File: src/rtl/drive_pkg.sv
`default_nettype none
// ============================================================================
//  Module   : drive_pkg
//  Brief    : Shared state encoding and saturation helper for the drive mixer.
//  Revision : 1.0 - initial release
// ============================================================================
package drive_pkg;

    typedef enum logic [1:0] {
        ST_IDLE      = 2'd0,
        ST_RAMP_UP   = 2'd1,
        ST_RUN       = 2'd2,
        ST_RAMP_DOWN = 2'd3
    } drive_state_t;

    // Clamp a signed value into [0, 2^width-1]; the caller narrows the result.
    function automatic logic [31:0] sat_unsigned(input logic signed [31:0] value,
                                                 input int width);
        logic [31:0] w_max;
        w_max = (width >= 32) ? 32'hFFFF_FFFF : ((32'd1 << width) - 32'd1);
        if (value < 0) begin
            return 32'd0;
        end
        if ($unsigned(value) > w_max) begin
            return w_max;
        end
        return $unsigned(value);
    endfunction

endpackage
`default_nettype wire

File: src/rtl/slew_limiter.sv
`default_nettype none
// ============================================================================
//  Module   : slew_limiter
//  Brief    : Registered duty that moves toward its target by at most STEP
//             per tick; force_zero clears it immediately.
//  Revision : 1.0 - initial release
// ============================================================================
module slew_limiter #(
    parameter int W    = 17,
    parameter int STEP = 1024
) (
    input  logic         clk,
    input  logic         reset,
    input  logic         tick,
    input  logic         force_zero,
    input  logic [W-1:0] target,
    output logic [W-1:0] duty
);

    localparam logic [W:0] c_STEP = (W+1)'(STEP);

    logic [W-1:0] r_duty;
    logic         w_rise;
    logic [W-1:0] w_dist;
    logic         w_near;
    logic [W-1:0] w_next;

    assign w_rise = target > r_duty;
    assign w_dist = w_rise ? (target - r_duty) : (r_duty - target);
    assign w_near = {1'b0, w_dist} <= c_STEP;
    assign w_next = w_near ? target
                  : (w_rise ? (r_duty + c_STEP[W-1:0]) : (r_duty - c_STEP[W-1:0]));

    always_ff @(posedge clk or posedge reset) begin
        if (reset) begin
            r_duty <= '0;
        end else if (force_zero) begin
            r_duty <= '0;
        end else if (tick) begin
            r_duty <= w_next;
        end
    end

    assign duty = r_duty;

endmodule
`default_nettype wire

File: src/rtl/diff_drive_mixer.sv
`default_nettype none
// ============================================================================
//  Module   : diff_drive_mixer
//  Brief    : Mixes base duty and clamped PID offset into slew-limited
//             left/right duties under a run/stop state machine.
//  Revision : 1.0 - initial release
// ============================================================================
module diff_drive_mixer
    import drive_pkg::*;
#(
    parameter int DUTY_W     = 17,
    parameter int OFF_W      = 18,
    parameter int MAX_OFFSET = 8192,
    parameter int SLEW_STEP  = 1024
) (
    input  logic                    clk,
    input  logic                    reset,
    input  logic                    tick,
    input  logic                    toggle_req,
    input  logic                    fault,
    input  logic [DUTY_W-1:0]       base_duty,
    input  logic signed [OFF_W-1:0] offset,
    output logic [DUTY_W-1:0]       duty_l,
    output logic [DUTY_W-1:0]       duty_r,
    output logic                    motor_en,
    output logic [1:0]              state,
    output logic                    at_target
);

    localparam logic signed [OFF_W:0] c_MAX_OFF = (OFF_W+1)'(MAX_OFFSET);
    localparam logic [DUTY_W:0]       c_STEP    = (DUTY_W+1)'(SLEW_STEP);

    logic signed [OFF_W:0]    w_off_wide;
    logic signed [OFF_W:0]    w_off_c;
    logic signed [DUTY_W+1:0] w_base_ext;
    logic signed [DUTY_W+1:0] w_off_ext;
    logic signed [DUTY_W+1:0] w_sum_l;
    logic signed [DUTY_W+1:0] w_sum_r;

    logic [DUTY_W-1:0] w_tgt  [2];
    logic [DUTY_W-1:0] w_eff  [2];
    logic [DUTY_W-1:0] w_duty [2];
    logic [1:0]        w_near;
    logic              w_drive;

    drive_state_t r_state;
    drive_state_t w_state_nxt;
    logic         r_motor_en;

    assign w_off_wide = (OFF_W+1)'(offset);

    always_comb begin
        w_off_c = w_off_wide;
        if (w_off_wide > c_MAX_OFF) begin
            w_off_c = c_MAX_OFF;
        end else if (w_off_wide < -c_MAX_OFF) begin
            w_off_c = -c_MAX_OFF;
        end
    end

    assign w_base_ext = $signed({2'b00, base_duty});
    assign w_off_ext  = (DUTY_W+2)'(w_off_c);
    assign w_sum_l    = w_base_ext - w_off_ext;
    assign w_sum_r    = w_base_ext + w_off_ext;
    assign w_tgt[0]   = DUTY_W'(sat_unsigned(32'(w_sum_l), DUTY_W));
    assign w_tgt[1]   = DUTY_W'(sat_unsigned(32'(w_sum_r), DUTY_W));

    assign w_drive = (r_state == ST_RAMP_UP) || (r_state == ST_RUN);

    // Channel 0 is left, channel 1 is right; w_near means the next tick lands on target.
    for (genvar g = 0; g < 2; g++) begin : g_chan
        logic [DUTY_W-1:0] w_dist;

        assign w_eff[g]  = w_drive ? w_tgt[g] : '0;
        assign w_dist    = (w_eff[g] > w_duty[g]) ? (w_eff[g] - w_duty[g])
                                                  : (w_duty[g] - w_eff[g]);
        assign w_near[g] = {1'b0, w_dist} <= c_STEP;

        slew_limiter #(
            .W    (DUTY_W),
            .STEP (SLEW_STEP)
        ) u_slew (
            .clk        (clk),
            .reset      (reset),
            .tick       (tick),
            .force_zero (fault),
            .target     (w_eff[g]),
            .duty       (w_duty[g])
        );
    end

    always_comb begin
        w_state_nxt = r_state;
        if (fault) begin
            w_state_nxt = ST_IDLE;
        end else begin
            case (r_state)
                ST_IDLE: begin
                    if (toggle_req) w_state_nxt = ST_RAMP_UP;
                end
                ST_RAMP_UP: begin
                    if (toggle_req)              w_state_nxt = ST_RAMP_DOWN;
                    else if (tick && &w_near)    w_state_nxt = ST_RUN;
                end
                ST_RUN: begin
                    if (toggle_req) w_state_nxt = ST_RAMP_DOWN;
                end
                ST_RAMP_DOWN: begin
                    if (toggle_req)              w_state_nxt = ST_RAMP_UP;
                    else if (tick && &w_near)    w_state_nxt = ST_IDLE;
                end
                default: w_state_nxt = ST_IDLE;
            endcase
        end
    end

    always_ff @(posedge clk or posedge reset) begin
        if (reset) begin
            r_state    <= ST_IDLE;
            r_motor_en <= 1'b0;
        end else begin
            r_state    <= w_state_nxt;
            r_motor_en <= (w_state_nxt != ST_IDLE);
        end
    end

    assign duty_l    = w_duty[0];
    assign duty_r    = w_duty[1];
    assign motor_en  = r_motor_en;
    assign state     = r_state;
    assign at_target = (w_duty[0] == w_eff[0]) && (w_duty[1] == w_eff[1]);

endmodule
`default_nettype wire

File: config.mk
export PLATFORM = sky130hd
export DESIGN_NAME = diff_drive_mixer
export DESIGN_NICKNAME = d
export VERILOG_FILES = /design/src/rtl/drive_pkg.sv /design/src/rtl/slew_limiter.sv /design/src/rtl/diff_drive_mixer.sv
export SDC_FILE = /design/constraint.sdc
export NUM_CORES = 1
export LEC_CHECK = 0
export CAP_MARGIN = 20
export CORE_MARGIN = 2
export CORE_UTILIZATION = 60
export CTS_CLUSTER_DIAMETER = 50
export DETAILED_ROUTE_END_ITERATION = 10
export DONT_BUFFER_PORTS = 1
export PLACE_DENSITY = 0.76
export RECOVER_POWER = 25
export SKIP_LAST_GASP = 1
export SYNTH_ARGS = -nofsm -noshare
export SYNTH_HDL_FRONTEND = slang
export SYNTH_HIERARCHICAL = 1
export SYNTH_SLANG_ARGS = --single-unit
File: constraint.sdc
create_clock -name clk -period 13 [get_ports clk]
set_input_delay 1.3 -clock clk [delete_from_list [all_inputs] [get_ports clk]]
set_output_delay 1.3 -clock clk [all_outputs]
set_load 0.1 [all_outputs]
# Word-level counts from Yosys, hierarchy flattened
# Index checks and enable logic that the tools add are counted.
# classes
add_sub_neg,10
multipliers,0
n_div,0
magnitude_cmp,10
n_eq_ne,5
shifts,0
muxes,36
bitwise,0
n_reduce_logical,7
# op_table
cell,count
two-way mux 17 bit,20
subtractor 17 bit,4
> comparator 32 x 17 -> 1 bit (second input constant),2
less-than comparator 19 x 1 -> 1 bit (second input constant),2
two-way mux 19 bit,2
adder 17 x 11 -> 17 bit (second input constant),2
== test 17 bit,2
> comparator 17 bit,2
<= comparator 17 x 11 -> 1 bit (second input constant),2
subtractor 17 x 11 -> 17 bit (second input constant),2
adder 18 x 19 -> 19 bit,1
subtractor 18 x 19 -> 19 bit,1
> comparator 18 x 15 -> 1 bit (second input constant),1
less-than comparator 18 x 14 -> 1 bit (second input constant),1
two-way mux 2 bit,7
case mux 2 bit (4 select lines),1
two-way mux 1 bit,6
== test 2 bit (second input constant),2
nonzero test 2 bit,2
== test 2 x 1 -> 1 bit (second input constant),1
logical AND 1 bit,2
logical NOT 2 bit,1
AND reduction 2 bit,1
logical OR 1 bit,1
# totals
register_bits,37
latch_bits,0
ramBits,0
rom_bits,0
inputBits,40
output_inout_bits,38
word_cells,72
memories,0

# Logic depth before layout (Yosys ltp)
# Gate-level depths: netlist (run 1).
# logic_depth
ltp_word,20
depth_mapped,42
depth_no_buf,38

# Cells and area by module
# The synthesis (run 1) kept the hierarchy.
# by_module_without_submodules
module,n_inst,cells_each,area_per_inst_um2,seq_area_each_um2
diff_drive_mixer,1,824,5672.9,75.1
slew_limiter at g_chan[0].u_slew,1,422,3154.3,425.4
slew_limiter at g_chan[1].u_slew,1,414,3119.2,425.4

# Least setup slack after synthesis (run 1)
# Ideal clock, no wire load.
# synth_timing
path_kind,in2out
from,in offset[12]
to,out at_target
arrival_time_ns,9.645
required_time_ns,11.700
slack_ns,2.055
stages,26
path_buffers,4
cell_sequence,nor4_1 > nand4_1 > a2111oi_1 > nor2_1 > nor2_1 > clkbuf_1 > nand2_1 > ha_1 > inv_1 > a221oi_1 > o31ai_1 > a21oi_1 > a221oi_1 > o41a_1 > o31a_1 > nor2_1 > a21o_1 > buf_2 > buf_2 > a21oi_1 > ha_1 > buf_6 > and3_4 > nand2_2 > or4_4 > nor4_1
# synth_lines
item,line,rtl
from (decl),diff_drive_mixer.sv:22,"input logic signed [OFF_W-1:0] offset,"
to (decl),diff_drive_mixer.sv:27,output logic at_target

==> impl_metrics.env, run 1 <==
export IMPL_synth_edf_count=0
export IMPL_grt_pass1_wl_mm=55.92
export IMPL_cts_hold_buf=0
export IMPL_cts_tree="done"
export IMPL_period_share_pct=82.35
export IMPL_layout_nets=1829
export IMPL_maxSlewViolCount=0
export IMPL_cp_start_kind="input pin"
export IMPL_synthCells=1660
export IMPL_drtIter0Drc=1412
export IMPL_synth_area_um2=11950
export IMPL_crit_path_max_fanout=27
export IMPL_p_leak_nw=5.310
export IMPL_cts_buffers=5
export IMPL_ir_drop_mv=0.07775
export IMPL_async_flop_share_pct=100.0
export IMPL_maxCapViolations=0
export IMPL_die_w_um=145.1
export IMPL_synthesis_nets=1892
export IMPL_start_util_pct=61.18
export IMPL_hold_viol_final=0
export IMPL_dieArea_um2=21060
export IMPL_io_buffer_count=0
export IMPL_hp_class="flip-flop to flip-flop"
export IMPL_slew_headroom_pct=23.54
export IMPL_clk_latency_ns=0.30
export IMPL_cts_buffer_depth=2
export IMPL_core_region_area_um2=19530
export IMPL_min_period_ns=10.71
export IMPL_clock_skew_ns=0.008849
export IMPL_rows=51
export IMPL_whs_path_depth=2
export IMPL_crit_path_end_kind="output port"
export IMPL_routed_via_density=6.505
export IMPL_tightest_slew_ns=1.147
export IMPL_grt_start_max_net_pins=52
export IMPL_root_buffer="clkbuf_16"
export IMPL_avgSynthCellArea_um2=7.197
export IMPL_cp_depth=25
export IMPL_diodes=0
export IMPL_die_y_um=145.1
export IMPL_grt_use_total_pct=31.59
export IMPL_cp_required_ns=11.70
export IMPL_syn_to_final_growth_pct=1.948
export IMPL_dr_pass1_iters=6
export IMPL_cpMaxStageDelayCell="a2111oi_1"
export IMPL_htree_num_levels=2
export IMPL_slowest_delay_ns=0.72
export IMPL_p_per_area_nw_per_um2=198.8
export IMPL_globalplace_congestion=0.9925
export IMPL_wl_per_cell_um=18.55
export IMPL_grt_pass1_vias=10960
export IMPL_yosysSeqAreaShare_pct=7.750
export IMPL_rsz0062_at_grt="false"
export IMPL_ys_types=102
export IMPL_cts_resized=0
export IMPL_setup_viol=0
export IMPL_status="finished clean"
export IMPL_ys_flop_type="dfrtp_1"
export IMPL_vias=12120
export IMPL_drive_gt1_share_pct=5.382
export IMPL_ys_ff_latch=37
export IMPL_clk_pin_slew_ns=0.06
export IMPL_path_buf_inv=2
export IMPL_wl_mm=34.55
export IMPL_overflow=0
export IMPL_ys_warn_count=6
export IMPL_hpwl_mm=27.85
export IMPL_antenna_found_initial=0
export IMPL_fmax_mhz=93.41
export IMPL_post_cts_buffers=0
export IMPL_critPathArrivalTime_ns=9.41
export IMPL_cts_sinks=37
export IMPL_crit_family="compound AO/OA/AOI/OAI gates"
export IMPL_crit_type="input pin to output port"
export IMPL_ff2ff_path_depth=22
export IMPL_fin_setup_tns_ns=0
export IMPL_ios=78
export IMPL_drc=0
export IMPL_finalPower_mw=2.422
export IMPL_ant_nets=0
[per-layer routing]
| layer | global-route usage [%] | vias up | wire, um | share of wire [%] |
|---|---|---|---|---|
| li1 | - | 5880 | - | - |
| met1 | 45.33 | 5654 | 15720 | 45 |
| met2 | 48.95 | 544 | 14920 | 43 |
| met3 | 6.101 | 40 | 3275 | 9.5 |
| met4 | 7.108 | 0 | 638 | 1.8 |
| met5 | 0 | - | 0 | 0 |
[sequential cells by signal (all words and copies together), names as in the netlist]
signal,flops
state,2
motor_en,1
g_chan.u_slew/duty,34
[cells in the mapped netlist (all sizes together) (19+ instances only)]
library cell | instances | area (um2)
o21bai | 19 | 142.6
nor3 | 34 | 175.2
nand4 | 24 | 150.1
nor2 | 123 | 461.7
o21a | 31 | 232.7
dfrtp | 37 | 925.9
o21ai | 100 | 504.2
nand2 | 93 | 364.1
clkbuf | 36 | 136.4
xnor2 | 64 | 560.5
inv | 180 | 675.6
nand2b | 42 | 265.3
or3 | 22 | 142.6
a31oi | 20 | 125.1
ha | 184 | 2302
buf | 51 | 314.1
a21oi | 162 | 844.6
a211oi | 22 | 180.2
a21o | 49 | 367.9
nand3 | 34 | 170.2
xor2 | 32 | 280.3
[power by group]
part	switching, mW	internal, mW	total [mW]
Combinational	1.25	0.784	2.03
Sequential	0.108	0.131	0.239
Clock	0.0552	0.0961	0.151
[cells in the final DEF, fill, tap and decap left out, types with 12 or more instances in the layout]
cell and instances:
or3_1 21, nor2_1 123, a211oi_1 19, a31oi_1 20
o21a_1 31, mux2i_1 16, a21oi_1 155, inv_1 179
a21o_1 49, o41ai_1 12, nand2_1 87, dfrtp_1 37
o21ai_0 88, nand4_1 24, nor2b_1 15, nor3_1 33
nor4_1 15, nand2b_1 41, o21bai_1 19, ha_1 184
o211ai_1 12, xnor2_1 64, xor2_1 32, buf_4 15
o31ai_1 16, nand3_1 34
[area by class of cell]
cell class | instances | area, um2
inverters | 180 | 675.6
well taps | 265 | 331.6
clock buffers | 7 | 142.6
fillers | 1848 | 7347
flip-flops and latches | 37 | 925.9
multi-input cells | 1356 | 9922
clock inverters | 1 | 30.03
repair buffers | 17 | 151.4
[worst paths after layout]
check                                                 startpoint                                     to  slack, ns
setup / recovery                                       offset[6]                              at_target       2.29
min in group asynchronous                                  reset                     state[0]$_DFF_PP0_       0.75
hold reg to reg            g_chan[0].u_slew/duty[10]$_DFFE_PP0P_  g_chan[0].u_slew/duty[10]$_DFFE_PP0P_       0.65
max in group asynchronous                                  reset   g_chan[0].u_slew/duty[1]$_DFFE_PP0P_      11.50
hold / removal             g_chan[0].u_slew/duty[10]$_DFFE_PP0P_  g_chan[0].u_slew/duty[10]$_DFFE_PP0P_       0.65
setup reg to reg                              state[1]$_DFF_PP0_  g_chan[0].u_slew/duty[16]$_DFFE_PP0P_       6.24
[cell families after synthesis]
family          synth area share, %
compound gates                33.06
xor+xnor                      7.038
fa+ha+maj                     20.61
buf+inv                       9.426
flops                         7.750
mux                           1.896
simple gates                  20.21
[metrics by stage]
stage	hold WS (ns)	std cells	setup WS [ns]	utilization [%]	area [um2]
global route	0.6822	1863	1.475	62.37	12180
global placement	0.6378	1854	2.341	61.43	12000
finish	0.6483	1863	2.295	62.37	12180
detailed placement	0.6401	1854	2.061	61.43	12000
CTS	0.6454	1862	2.341	62.32	12170
floorplan	1.051	1660	2.055	-	11950
[worst reg2reg max path, stage by stage (launching register included)]
cell       delay (ns)
dfrtp_1          1.00
inv_1            0.21
ha_1             0.52
o31a_1           0.73
o21a_1           0.32
inv_1            0.07
ha_1             0.53
nand4_1          0.28
nor3_1           0.19
nor4b_1          0.49
a2111oi_0        0.16
or2_2            0.41
inv_1            0.22
ha_1             0.31
a21oi_1          0.16
nor2_1           0.05
nor2_1           0.14
o21bai_1         0.08
a21oi_1          0.18
xnor2_1          0.11
and3_1           0.20
o22ai_1          0.10
o221ai_1         0.14
No activity file was read; power rests on OpenSTA's default activity.
==> run 2: changes to the inputs <==
- PLACE_DENSITY: 0.76 -> 0.79
- clock period: 13 -> 9.1 ns (I/O delays scaled with it)
==> run 2 against run 1 <==
  * Critical path depth rose by 8
  * Global-route usage rose by 2.8 points
  * Sequential cell count did not move
  * Non-clock buffer count rose by 32
  * Worst hold slack got worse by 0.28 ns
  * Count of clock-buffer cells in the layout did not move
  * Design area rose by 3.3%
  * Routed wire length rose by 8.6%
  * Final cell count rose by 1.7%
  * Sequential power rose by 9.2%
  * Die area did not move
  * Critical path type is now input pin to flip-flop
  * Critical endpoint is now motor_en$_DFF_PP0_
  * Largest cell class unchanged
  * Highest routed layer unchanged
==> impl_metrics.env, run 2 (synthesis gave the netlist of run 1 again) <==
export IMPL_status="finished clean"
export IMPL_clk_latency_ns=0.29
export IMPL_drive_gt1_share_pct=9.699
export IMPL_die_w_um=145.1
export IMPL_crit_path_end_kind="flip-flop"
export IMPL_crit_top_cell="nor2_1"
export IMPL_hpwl_mm=30.69
export IMPL_cpMaxStageDelayCell="or4_4"
export IMPL_dp_slack_ns=-0.3367
export IMPL_layout_common_cells="inv_1 (178), ha_1 (170), a21oi_1 (144), nor2_1 (122), nand2_1 (87)"
export IMPL_wl_per_cell_um=19.82
export IMPL_min_period_ns=8.684
export IMPL_grt_start_max_net_pins=52
export IMPL_path_buf_inv=4
export IMPL_io_buffer_count=0
export IMPL_nFillCells=1841
export IMPL_fin_hold_ws_ns=0.3692
export IMPL_ios=78
export IMPL_layout_nets=1861
export IMPL_timing_rr_end="g_chan[0].u_slew/duty[16]$_DFFE_PP0P_"
export IMPL_htree_num_levels=2
export IMPL_clock_skew_ns=0.002989
export IMPL_grt_use_total_pct=34.44
export IMPL_setup_ws_ns=0.4161
export IMPL_root_buffer="clkbuf_16"
export IMPL_clk_pin_slew_ns=0.06
export IMPL_placed_cell_area_um2=12210
export IMPL_ant_nets=0
export IMPL_slew_headroom_pct=24.50
export IMPL_ir_drop_mv=0.2687
export IMPL_fin_util_pct=64.46
export IMPL_cts_tree="done"
export IMPL_antenna_found_initial=0
export IMPL_maxCapViolations=0
export IMPL_crit_path_max_fanout=28
export IMPL_crit_type="input pin to flip-flop"
export IMPL_finalPower_mw=3.595
export IMPL_die_y_um=145.1
export IMPL_diodes=0
export IMPL_drc=0
export IMPL_hp_class="input pin to asynchronous set/reset pin"
export IMPL_setup_viol=0
export IMPL_critPathArrivalTime_ns=8.86
export IMPL_hold_viol_final=0
export IMPL_rows=51
export IMPL_p_leak_nw=5.467
export IMPL_cts_buffer_depth=2
export IMPL_cts_buffers=5
export IMPL_multi_input_area_um2=10120
export IMPL_drtIter0Drc=890
export IMPL_p_per_area_nw_per_um2=285.6
export IMPL_setup_worst_path_end="motor_en$_DFF_PP0_"
export IMPL_grt_pass1_vias=11790
export IMPL_r2r_slack_ns=3.01
export IMPL_dieArea_um2=21060
export IMPL_largest_register_ff_count=34
export IMPL_slowest_delay_ns=0.64
export IMPL_crit_family="simple AND/OR/NAND/NOR gates"
export IMPL_routed_via_density=6.518
export IMPL_dr_pass1_iters=5
export IMPL_rsz0062_at_grt="true"
export IMPL_ff2ff_path_depth=25
export IMPL_fin_setup_tns_ns=0
export IMPL_timing_rr_start="state[1]$_DFF_PP0_"
export IMPL_cp_required_ns=9.27
export IMPL_maxSlewViolCount=0
export IMPL_vias=12350
export IMPL_syn_to_final_growth_pct=5.352
export IMPL_cp_depth=33
export IMPL_ff_latch_area_um2=925.9
export IMPL_core_region_area_um2=19530
export IMPL_cts_sinks=37
export IMPL_cts_hold_buf=0
export IMPL_tightest_slew_ns=1.133
export IMPL_overflow=0
export IMPL_grt_pass1_wl_mm=60.49
export IMPL_fmax_mhz=115.2
export IMPL_start_util_pct=61.18
export IMPL_wl_mm=37.53
export IMPL_layout_commonest_cell="inv_1"
export IMPL_globalplace_congestion=1.021
export IMPL_dp_cells=1883
export IMPL_design_area_um2=12590
export IMPL_final_cells=1894
export IMPL_cp_start_kind="input pin"
export IMPL_period_share_pct=95.43
export IMPL_startpoint="offset[6]"
==> run 2: changes by cell type in the layout (fill, tap and decap cells not counted), sizes merged <==
cell / before / now
buf: 17 / 49
bufinv: 1 / 0
==> run 2: how the worst min path moves through the flow <==
stage           from            endpoint  depth (start not counted)
2_1_floorplan  reset  motor_en$_DFF_PP0_                          1
5_1_grt        reset  state[1]$_DFF_PP0_                          1
3_3_place_gp   reset  state[0]$_DFF_PP0_                          1
3_5_place_dp   reset  state[1]$_DFF_PP0_                          1
6_report       reset  motor_en$_DFF_PP0_                          1
4_1_cts        reset  state[0]$_DFF_PP0_                          1
==> run 2: routing by layer <==
layer	vias up	wire length, um	global-route usage (%)	part of all wire, %
met3	84	2246	4.119	6.0
li1	5948	-	-	-
met5	-	0	0	0
met1	5890	15230	41.64	41
met2	423	18310	61.76	49
met4	0	1739	14.26	4.6
==> run 2: cell type report <==
type	instances	share of cell area (%)
multi-input combinational	1356	80.40
tap	265	2.634
sequential	37	7.357
inverter	180	5.368
clock buffer	7	1.133
timing repair buffer	49	3.112
==> run 2: worst reg2reg max path, cell delays in order (launching register included) <==
cell,delay (ns)
dfrtp_1,1.00
inv_1,0.21
ha_1,0.58
o31a_1,0.21
buf_4,0.26
o21a_1,0.24
inv_1,0.10
ha_1,0.31
buf_4,0.19
nand4_1,0.10
buf_4,0.18
nor3_1,0.16
nor4b_4,0.34
a2111oi_2,0.10
or2_2,0.34
inv_2,0.14
ha_1,0.29
a21oi_1,0.16
nor2_1,0.05
nor2_1,0.16
o21bai_1,0.09
a21oi_1,0.22
xnor2_1,0.17
nor4_1,0.08
o22ai_1,0.17
o221ai_1,0.13
==> run 2: timing repair <==
action,4_1_cts,5_1_grt
endpoints found under the setup margin,2,38
gates resized for setup,1,53
buffers inserted,0,4
pin swaps,0,4
==> run 2: where the power goes <==
| group | internal [mW] | total [mW] | leakage (nW) | switching [mW] |
|---|---|---|---|---|
| Sequential | 0.188 | 0.261 | 0.501 | 0.0724 |
| Clock | 0.108 | 0.180 | 0.0700 | 0.0720 |
| Combinational | 1.21 | 3.15 | 4.90 | 1.95 |
